### src/rtl/occupancy_pkg.sv
// Shared types for the multi-gate parking occupancy tracker.
package occupancy_pkg;

    // Direction FSM state for one gate: EN* walks an entry, EX* walks an exit.
    typedef enum logic [2:0] {
        IDLE = 3'd0,
        EN1  = 3'd1,
        EN2  = 3'd2,
        EN3  = 3'd3,
        EX1  = 3'd4,
        EX2  = 3'd5,
        EX3  = 3'd6
    } gate_state_e;

    // Synchronised sensor pair, ordered {outer, inner}.
    localparam logic [1:0] S_NONE  = 2'b00;
    localparam logic [1:0] S_INNER = 2'b01;
    localparam logic [1:0] S_OUTER = 2'b10;
    localparam logic [1:0] S_BOTH  = 2'b11;

endpackage

### src/rtl/gate_fsm.sv
// One gate: synchronises the outer/inner beam sensors and tracks the direction
// of a passing car, emitting a registered one-cycle pulse per completed passage.
module gate_fsm
    import occupancy_pkg::*;
#(
    parameter int SYNC_STAGES = 2
) (
    input  logic clk,
    input  logic reset_n,
    input  logic outer,
    input  logic inner,
    output logic enter_pulse,
    output logic exit_pulse
);

    logic [SYNC_STAGES-1:0] outer_sync_r;
    logic [SYNC_STAGES-1:0] inner_sync_r;
    logic [1:0]             sens_s;
    gate_state_e            state_r;
    gate_state_e            state_next_s;
    logic                   enter_s;
    logic                   exit_s;
    logic                   enter_r;
    logic                   exit_r;

    // Multi-flop synchroniser chains for the asynchronous sensor inputs.
    always_ff @(posedge clk or negedge reset_n) begin
        if (!reset_n) begin
            outer_sync_r <= '0;
            inner_sync_r <= '0;
        end else begin
            outer_sync_r <= {outer_sync_r[SYNC_STAGES-2:0], outer};
            inner_sync_r <= {inner_sync_r[SYNC_STAGES-2:0], inner};
        end
    end

    assign sens_s = {outer_sync_r[SYNC_STAGES-1], inner_sync_r[SYNC_STAGES-1]};

    // State register plus registered passage pulses (updated on the same edge).
    always_ff @(posedge clk or negedge reset_n) begin
        if (!reset_n) begin
            state_r <= IDLE;
            enter_r <= 1'b0;
            exit_r  <= 1'b0;
        end else begin
            state_r <= state_next_s;
            enter_r <= enter_s;
            exit_r  <= exit_s;
        end
    end

    // Next-state decode; any pattern that breaks the beam order drops back to IDLE.
    always_comb begin
        state_next_s = state_r;
        case (state_r)
            IDLE: begin
                case (sens_s)
                    S_OUTER: state_next_s = EN1;
                    S_INNER: state_next_s = EX1;
                    default: state_next_s = IDLE;
                endcase
            end
            EN1: begin
                case (sens_s)
                    S_BOTH:  state_next_s = EN2;
                    S_OUTER: state_next_s = EN1;
                    default: state_next_s = IDLE;
                endcase
            end
            EN2: begin
                case (sens_s)
                    S_INNER: state_next_s = EN3;
                    S_OUTER: state_next_s = EN1;
                    S_BOTH:  state_next_s = EN2;
                    default: state_next_s = IDLE;
                endcase
            end
            EN3: begin
                case (sens_s)
                    S_BOTH:  state_next_s = EN2;
                    S_INNER: state_next_s = EN3;
                    default: state_next_s = IDLE;
                endcase
            end
            EX1: begin
                case (sens_s)
                    S_BOTH:  state_next_s = EX2;
                    S_INNER: state_next_s = EX1;
                    default: state_next_s = IDLE;
                endcase
            end
            EX2: begin
                case (sens_s)
                    S_OUTER: state_next_s = EX3;
                    S_INNER: state_next_s = EX1;
                    S_BOTH:  state_next_s = EX2;
                    default: state_next_s = IDLE;
                endcase
            end
            EX3: begin
                case (sens_s)
                    S_BOTH:  state_next_s = EX2;
                    S_OUTER: state_next_s = EX3;
                    default: state_next_s = IDLE;
                endcase
            end
            default: state_next_s = IDLE;
        endcase
    end

    // A passage completes when the last beam clears from the final stage.
    always_comb begin
        enter_s = (state_r == EN3) && (sens_s == S_NONE);
        exit_s  = (state_r == EX3) && (sens_s == S_NONE);
    end

    assign enter_pulse = enter_r;
    assign exit_pulse  = exit_r;

endmodule

### src/rtl/multi_gate_occupancy.sv
// Parking-lot occupancy tracker: one direction FSM per gate feeding a shared
// saturating counter with full/empty flags and sticky overflow/underflow errors.
module multi_gate_occupancy
    import occupancy_pkg::*;
#(
    parameter int NUM_GATES   = 2,
    parameter int CAPACITY    = 25,
    parameter int SYNC_STAGES = 2,
    parameter int CNT_W       = $clog2(CAPACITY + 1)
) (
    input  logic                 clk,
    input  logic                 reset_n,
    input  logic [NUM_GATES-1:0] outer,
    input  logic [NUM_GATES-1:0] inner,
    input  logic                 clear_err,
    output logic [CNT_W-1:0]     occupancy,
    output logic                 full,
    output logic                 empty,
    output logic [NUM_GATES-1:0] enter_pulse,
    output logic [NUM_GATES-1:0] exit_pulse,
    output logic                 overflow_err,
    output logic                 underflow_err
);

    // Wide enough to hold occupancy plus every gate entering, with a sign bit.
    localparam int SUM_W = CNT_W + $clog2(NUM_GATES + 1) + 1;
    localparam logic signed [SUM_W-1:0] CAP_S  = SUM_W'(CAPACITY);
    localparam logic signed [SUM_W-1:0] ZERO_S = SUM_W'(0);
    localparam logic [CNT_W-1:0]        CAP_C  = CNT_W'(CAPACITY);

    logic [NUM_GATES-1:0]    gate_enter_s;
    logic [NUM_GATES-1:0]    gate_exit_s;
    logic signed [SUM_W-1:0] n_in_s;
    logic signed [SUM_W-1:0] n_out_s;
    logic signed [SUM_W-1:0] next_s;
    logic [CNT_W-1:0]        occ_next_s;
    logic                    ovf_s;
    logic                    unf_s;
    logic [CNT_W-1:0]        occupancy_r;
    logic                    full_r;
    logic                    empty_r;
    logic                    overflow_err_r;
    logic                    underflow_err_r;

    for (genvar g = 0; g < NUM_GATES; g++) begin : g_gate
        gate_fsm #(
            .SYNC_STAGES (SYNC_STAGES)
        ) u_gate_fsm (
            .clk         (clk),
            .reset_n     (reset_n),
            .outer       (outer[g]),
            .inner       (inner[g]),
            .enter_pulse (gate_enter_s[g]),
            .exit_pulse  (gate_exit_s[g])
        );
    end

    // Net all gate pulses first, then saturate against 0 and CAPACITY.
    always_comb begin
        n_in_s  = ZERO_S;
        n_out_s = ZERO_S;
        for (int g = 0; g < NUM_GATES; g++) begin
            n_in_s  = n_in_s  + $signed(SUM_W'(gate_enter_s[g]));
            n_out_s = n_out_s + $signed(SUM_W'(gate_exit_s[g]));
        end
        next_s = $signed(SUM_W'(occupancy_r)) + n_in_s - n_out_s;
        if (next_s > CAP_S) begin
            occ_next_s = CAP_C;
            ovf_s      = 1'b1;
            unf_s      = 1'b0;
        end else if (next_s < ZERO_S) begin
            occ_next_s = '0;
            ovf_s      = 1'b0;
            unf_s      = 1'b1;
        end else begin
            occ_next_s = next_s[CNT_W-1:0];
            ovf_s      = 1'b0;
            unf_s      = 1'b0;
        end
    end

    // Count, flags derived from the new count, and sticky errors (a new error beats clear_err).
    always_ff @(posedge clk or negedge reset_n) begin
        if (!reset_n) begin
            occupancy_r     <= '0;
            full_r          <= 1'b0;
            empty_r         <= 1'b1;
            overflow_err_r  <= 1'b0;
            underflow_err_r <= 1'b0;
        end else begin
            occupancy_r     <= occ_next_s;
            full_r          <= (occ_next_s == CAP_C);
            empty_r         <= (occ_next_s == '0);
            overflow_err_r  <= ovf_s | (overflow_err_r  & ~clear_err);
            underflow_err_r <= unf_s | (underflow_err_r & ~clear_err);
        end
    end

    assign occupancy     = occupancy_r;
    assign full          = full_r;
    assign empty         = empty_r;
    assign enter_pulse   = gate_enter_s;
    assign exit_pulse    = gate_exit_s;
    assign overflow_err  = overflow_err_r;
    assign underflow_err = underflow_err_r;

endmodule

### config.mk
export PLATFORM = sky130hd
export DESIGN_NAME = multi_gate_occupancy
export DESIGN_NICKNAME = d
export VERILOG_FILES = /design/src/rtl/occupancy_pkg.sv /design/src/rtl/gate_fsm.sv /design/src/rtl/multi_gate_occupancy.sv
export SDC_FILE = /design/constraint.sdc
export NUM_CORES = 1
export LEC_CHECK = 0
export BUFFER_PORTS_ARGS = -buffer_cell sky130_fd_sc_hd__buf_2
export CAP_MARGIN = 5
export CORE_ASPECT_RATIO = 0.5
export CORE_MARGIN = 2
export CORE_UTILIZATION = 62
export DETAILED_ROUTE_END_ITERATION = 10
export PLACE_DENSITY_LB_ADDON = 0.12
export SYNTH_ARGS = -nofsm -noshare
export SYNTH_HDL_FRONTEND = slang
export SYNTH_SLANG_ARGS = --single-unit
### constraint.sdc
create_clock -name clk -period 7.1 [get_ports clk]
set_clock_uncertainty 0.2 [all_clocks]
set_input_delay 0.71 -clock clk [delete_from_list [all_inputs] [get_ports clk]]
set_output_delay 0.71 -clock clk [all_outputs]
set_load 0.01 [all_outputs]
==> impl_metrics.env <==
export IMPL_status="complete, no violations"
export IMPL_ys_ff_latch=27
export IMPL_syn_inst=164
export IMPL_critical_path_class="flop to flop"
export IMPL_core_area_sq_mm=0.002586
export IMPL_cts_root_buf="clkbuf_8"
export IMPL_fin_crit_ns=3.652
export IMPL_leakagePower_nw=0.9376
export IMPL_hold_buffers=0
export IMPL_synth_cell_types=45
export IMPL_slew_headroom_pct=61.22
export IMPL_synth_most_common_cell="inv_1"
export IMPL_cts_tree="done"
export IMPL_dr_max_layer_used="met4"
export IMPL_ys_dominant_reg_cell="dfrtp_1"
export IMPL_antenna_found_initial=0
export IMPL_placementRows=13
export IMPL_die_area_sq_mm=0.003170
export IMPL_antenna_cells=0
export IMPL_drt_wirelength_per_cell_um=12.09
export IMPL_whs_path_depth=0
export IMPL_ir_drop_v=0.0001706
export IMPL_dieWidth_um=77.65
export IMPL_fillers=191
export IMPL_overflow=0
export IMPL_yosysWarnings=0
export IMPL_synthToLayoutAreaGrowth_pct=8.259
export IMPL_tns_ns=0
export IMPL_rsz0062_at_grt="false"
export IMPL_postCtsSetupRepairBufs=0
export IMPL_grt_usage_pct=18.28
export IMPL_synth_net_count=198
export IMPL_synth_area_top_cells="dfrtp_1 39%, ha_1 18%, inv_1 6.3%"
export IMPL_timing_fmax_mhz=273.8
export IMPL_syn_area_per_cell_sq_um=10.25
export IMPL_wl_met1_um=1162
export IMPL_boundaryPins=20
export IMPL_dr_total_vias=1140
export IMPL_required_ns=7.04
export IMPL_start_util_pct=65.02
export IMPL_crit_fanout=3
export IMPL_design_area_sq_mm=0.001821
export IMPL_power_density_mw_per_mm2=246.1
export IMPL_firstDrtPassIters=4
export IMPL_grt_max_degree=28
export IMPL_final_antenna_net_count=0
export IMPL_final_nets=213
export IMPL_globalplace_congestion=0.8862
export IMPL_synth_edf_count=0
export IMPL_maxCapViolations=0
export IMPL_synthArstFlopShare_pct=100.0
export IMPL_first_global_vias=999
export IMPL_cts_buffers=3
export IMPL_wl_met2_um=1310
export IMPL_wirelength_um=2599
export IMPL_yosysSeqAreaShare_pct=40.25
export IMPL_drive_above_1_share_pct=17.42
export IMPL_multiInputGateArea_sq_um=850.8
export IMPL_cts_resized=0
export IMPL_grt_first_pass_wirelength_um=4271
export IMPL_critPathArrivalTime_ns=3.60
export IMPL_synth_top_area_share_pct=38.69
export IMPL_synth_top_area_cell="dfrtp_1"
export IMPL_slew_violations=0
export IMPL_ff2ff_path_depth=11
export IMPL_cts_clk_slew_worst_paths_ns=0.09
export IMPL_viasPerCell=5.302
export IMPL_regArea_sq_um=676.9
export IMPL_wl_met3_um=99
export IMPL_clock_sinks=27
export IMPL_dieHeight_um=40.83
export IMPL_synth_area_sq_mm=0.001682
export IMPL_drt_iter0_markers=30
export IMPL_cp_end_kind="flop"
export IMPL_drc=0
export IMPL_hpwl_um=2052
export IMPL_setup_viol=0
export IMPL_startpoint_type="flop"
export IMPL_worst_slew_pin_slew_ns=0.5817
export IMPL_hold_path_class="flop to flop"
export IMPL_portBuffers=19
export IMPL_clock_path_buffers=2
export IMPL_period_share_pct=51.44
export IMPL_timing_hold_violations_final=0
export IMPL_dpl_instance_area_sq_mm=0.001774
export IMPL_htreeDepth=1
export IMPL_synth_common_cells="28 x inv_1, 26 x dfrtp_1, 24 x ha_1"
export IMPL_clk_latency_ns=0.27
==> worst paths after layout <==
path | endpoint | startpoint | slack (ns)
max | occupancy[3] | g_gate[0].u_gate_fsm.exit_pulse | 3.45
min | g_gate[1].u_gate_fsm.outer_sync_r[1] | g_gate[1].u_gate_fsm.outer_sync_r[0] | 0.15
max reg2reg | occupancy[3] | g_gate[0].u_gate_fsm.exit_pulse | 3.45
min reg2reg | g_gate[1].u_gate_fsm.outer_sync_r[1] | g_gate[1].u_gate_fsm.outer_sync_r[0] | 0.15
max in group asynchronous | g_gate[0].u_gate_fsm.state_r[2] | reset_n | 6.09
min in group asynchronous | g_gate[1].u_gate_fsm.enter_pulse | reset_n | 0.23
==> through the flow <==
stage	total power [W]	hold WS, ns	utilization [%]	cells	setup slack, ns
after floorplan	0.0003313	0.1312	-	164	3.622
after global placement	0.0003590	0.1313	68.60	211	3.566
after detailed placement	0.0003645	0.1356	68.60	211	3.432
after CTS	0.0004511	0.1560	70.39	215	3.435
after global routing	0.0004809	0.1650	70.39	215	3.285
final	0.0004480	0.1524	70.39	215	3.448
==> cell usage in the layout (no fill, tap or decap), types with 3 or more instances in the layout <==
cell type	netlist	routed
nand3b_1	3	3
a21oi_1	6	6
inv_1	28	28
fa_1	3	3
o21ai_0	7	7
mux2i_1	3	3
ha_1	24	24
nor2_1	7	7
nand2_1	7	7
nor3_1	3	3
dfrtp_1	26	26
clkbuf_8	0	3
buf_2	0	19
==> final cells by class <==
type | count | share of cell area [%]
Sequential cell | 27 | 37.18
Tap cell | 37 | 2.543
Inverter | 28 | 5.773
Multi-Input combinational cell | 100 | 46.74
Clock inverter | 1 | 0.2749
Clock buffer | 3 | 2.268
Timing Repair Buffer | 19 | 5.223
==> worst max-delay path, stage by stage (launching register included) <==
cell	delay, ns
dfrtp_1	0.35
inv_1	0.06
fa_1	0.53
inv_1	0.05
fa_1	0.39
inv_1	0.07
ha_1	0.17
fa_1	0.45
or3_1	0.38
or3_4	0.35
a2111oi_4	0.38
o22ai_1	0.15
==> registers in the layout (all words and copies together) (netlist names) <==
register and flops:
occupancy 5, full 1, g_gate.u_gate_fsm.enter_pulse 2, g_gate.u_gate_fsm.exit_pulse 2, g_gate.u_gate_fsm.state_r 6, g_gate.u_gate_fsm.inner_sync_r 4, g_gate.u_gate_fsm.outer_sync_r 4, empty 1
underflow_err 1, overflow_err 1
==> report_power, final <==
part	switching [W]	internal [W]
Clock	0.0000462	0.0000393
Combinational	0.0000780	0.0000732
Sequential	0.0000353	0.000176
==> kinds of logic after synthesis <==
family,share of synthesized area [%]
adders and majority gates,21.43
DFF,40.25
and+or+nand+nor,11.68
buffers and inverters,9.151
xor gates and xnor gates,1.042
AOI/OAI and AO/OA,13.99
muxes,2.455
==> per-layer routing <==
layer  up-vias  global-route usage [%]
met5         -                       0
met4         0                   5.804
met3         4                   5.727
met2        21                   33.62
met1       538                   21.73
li1        577                       -
(Power assumes the default switching activity.)
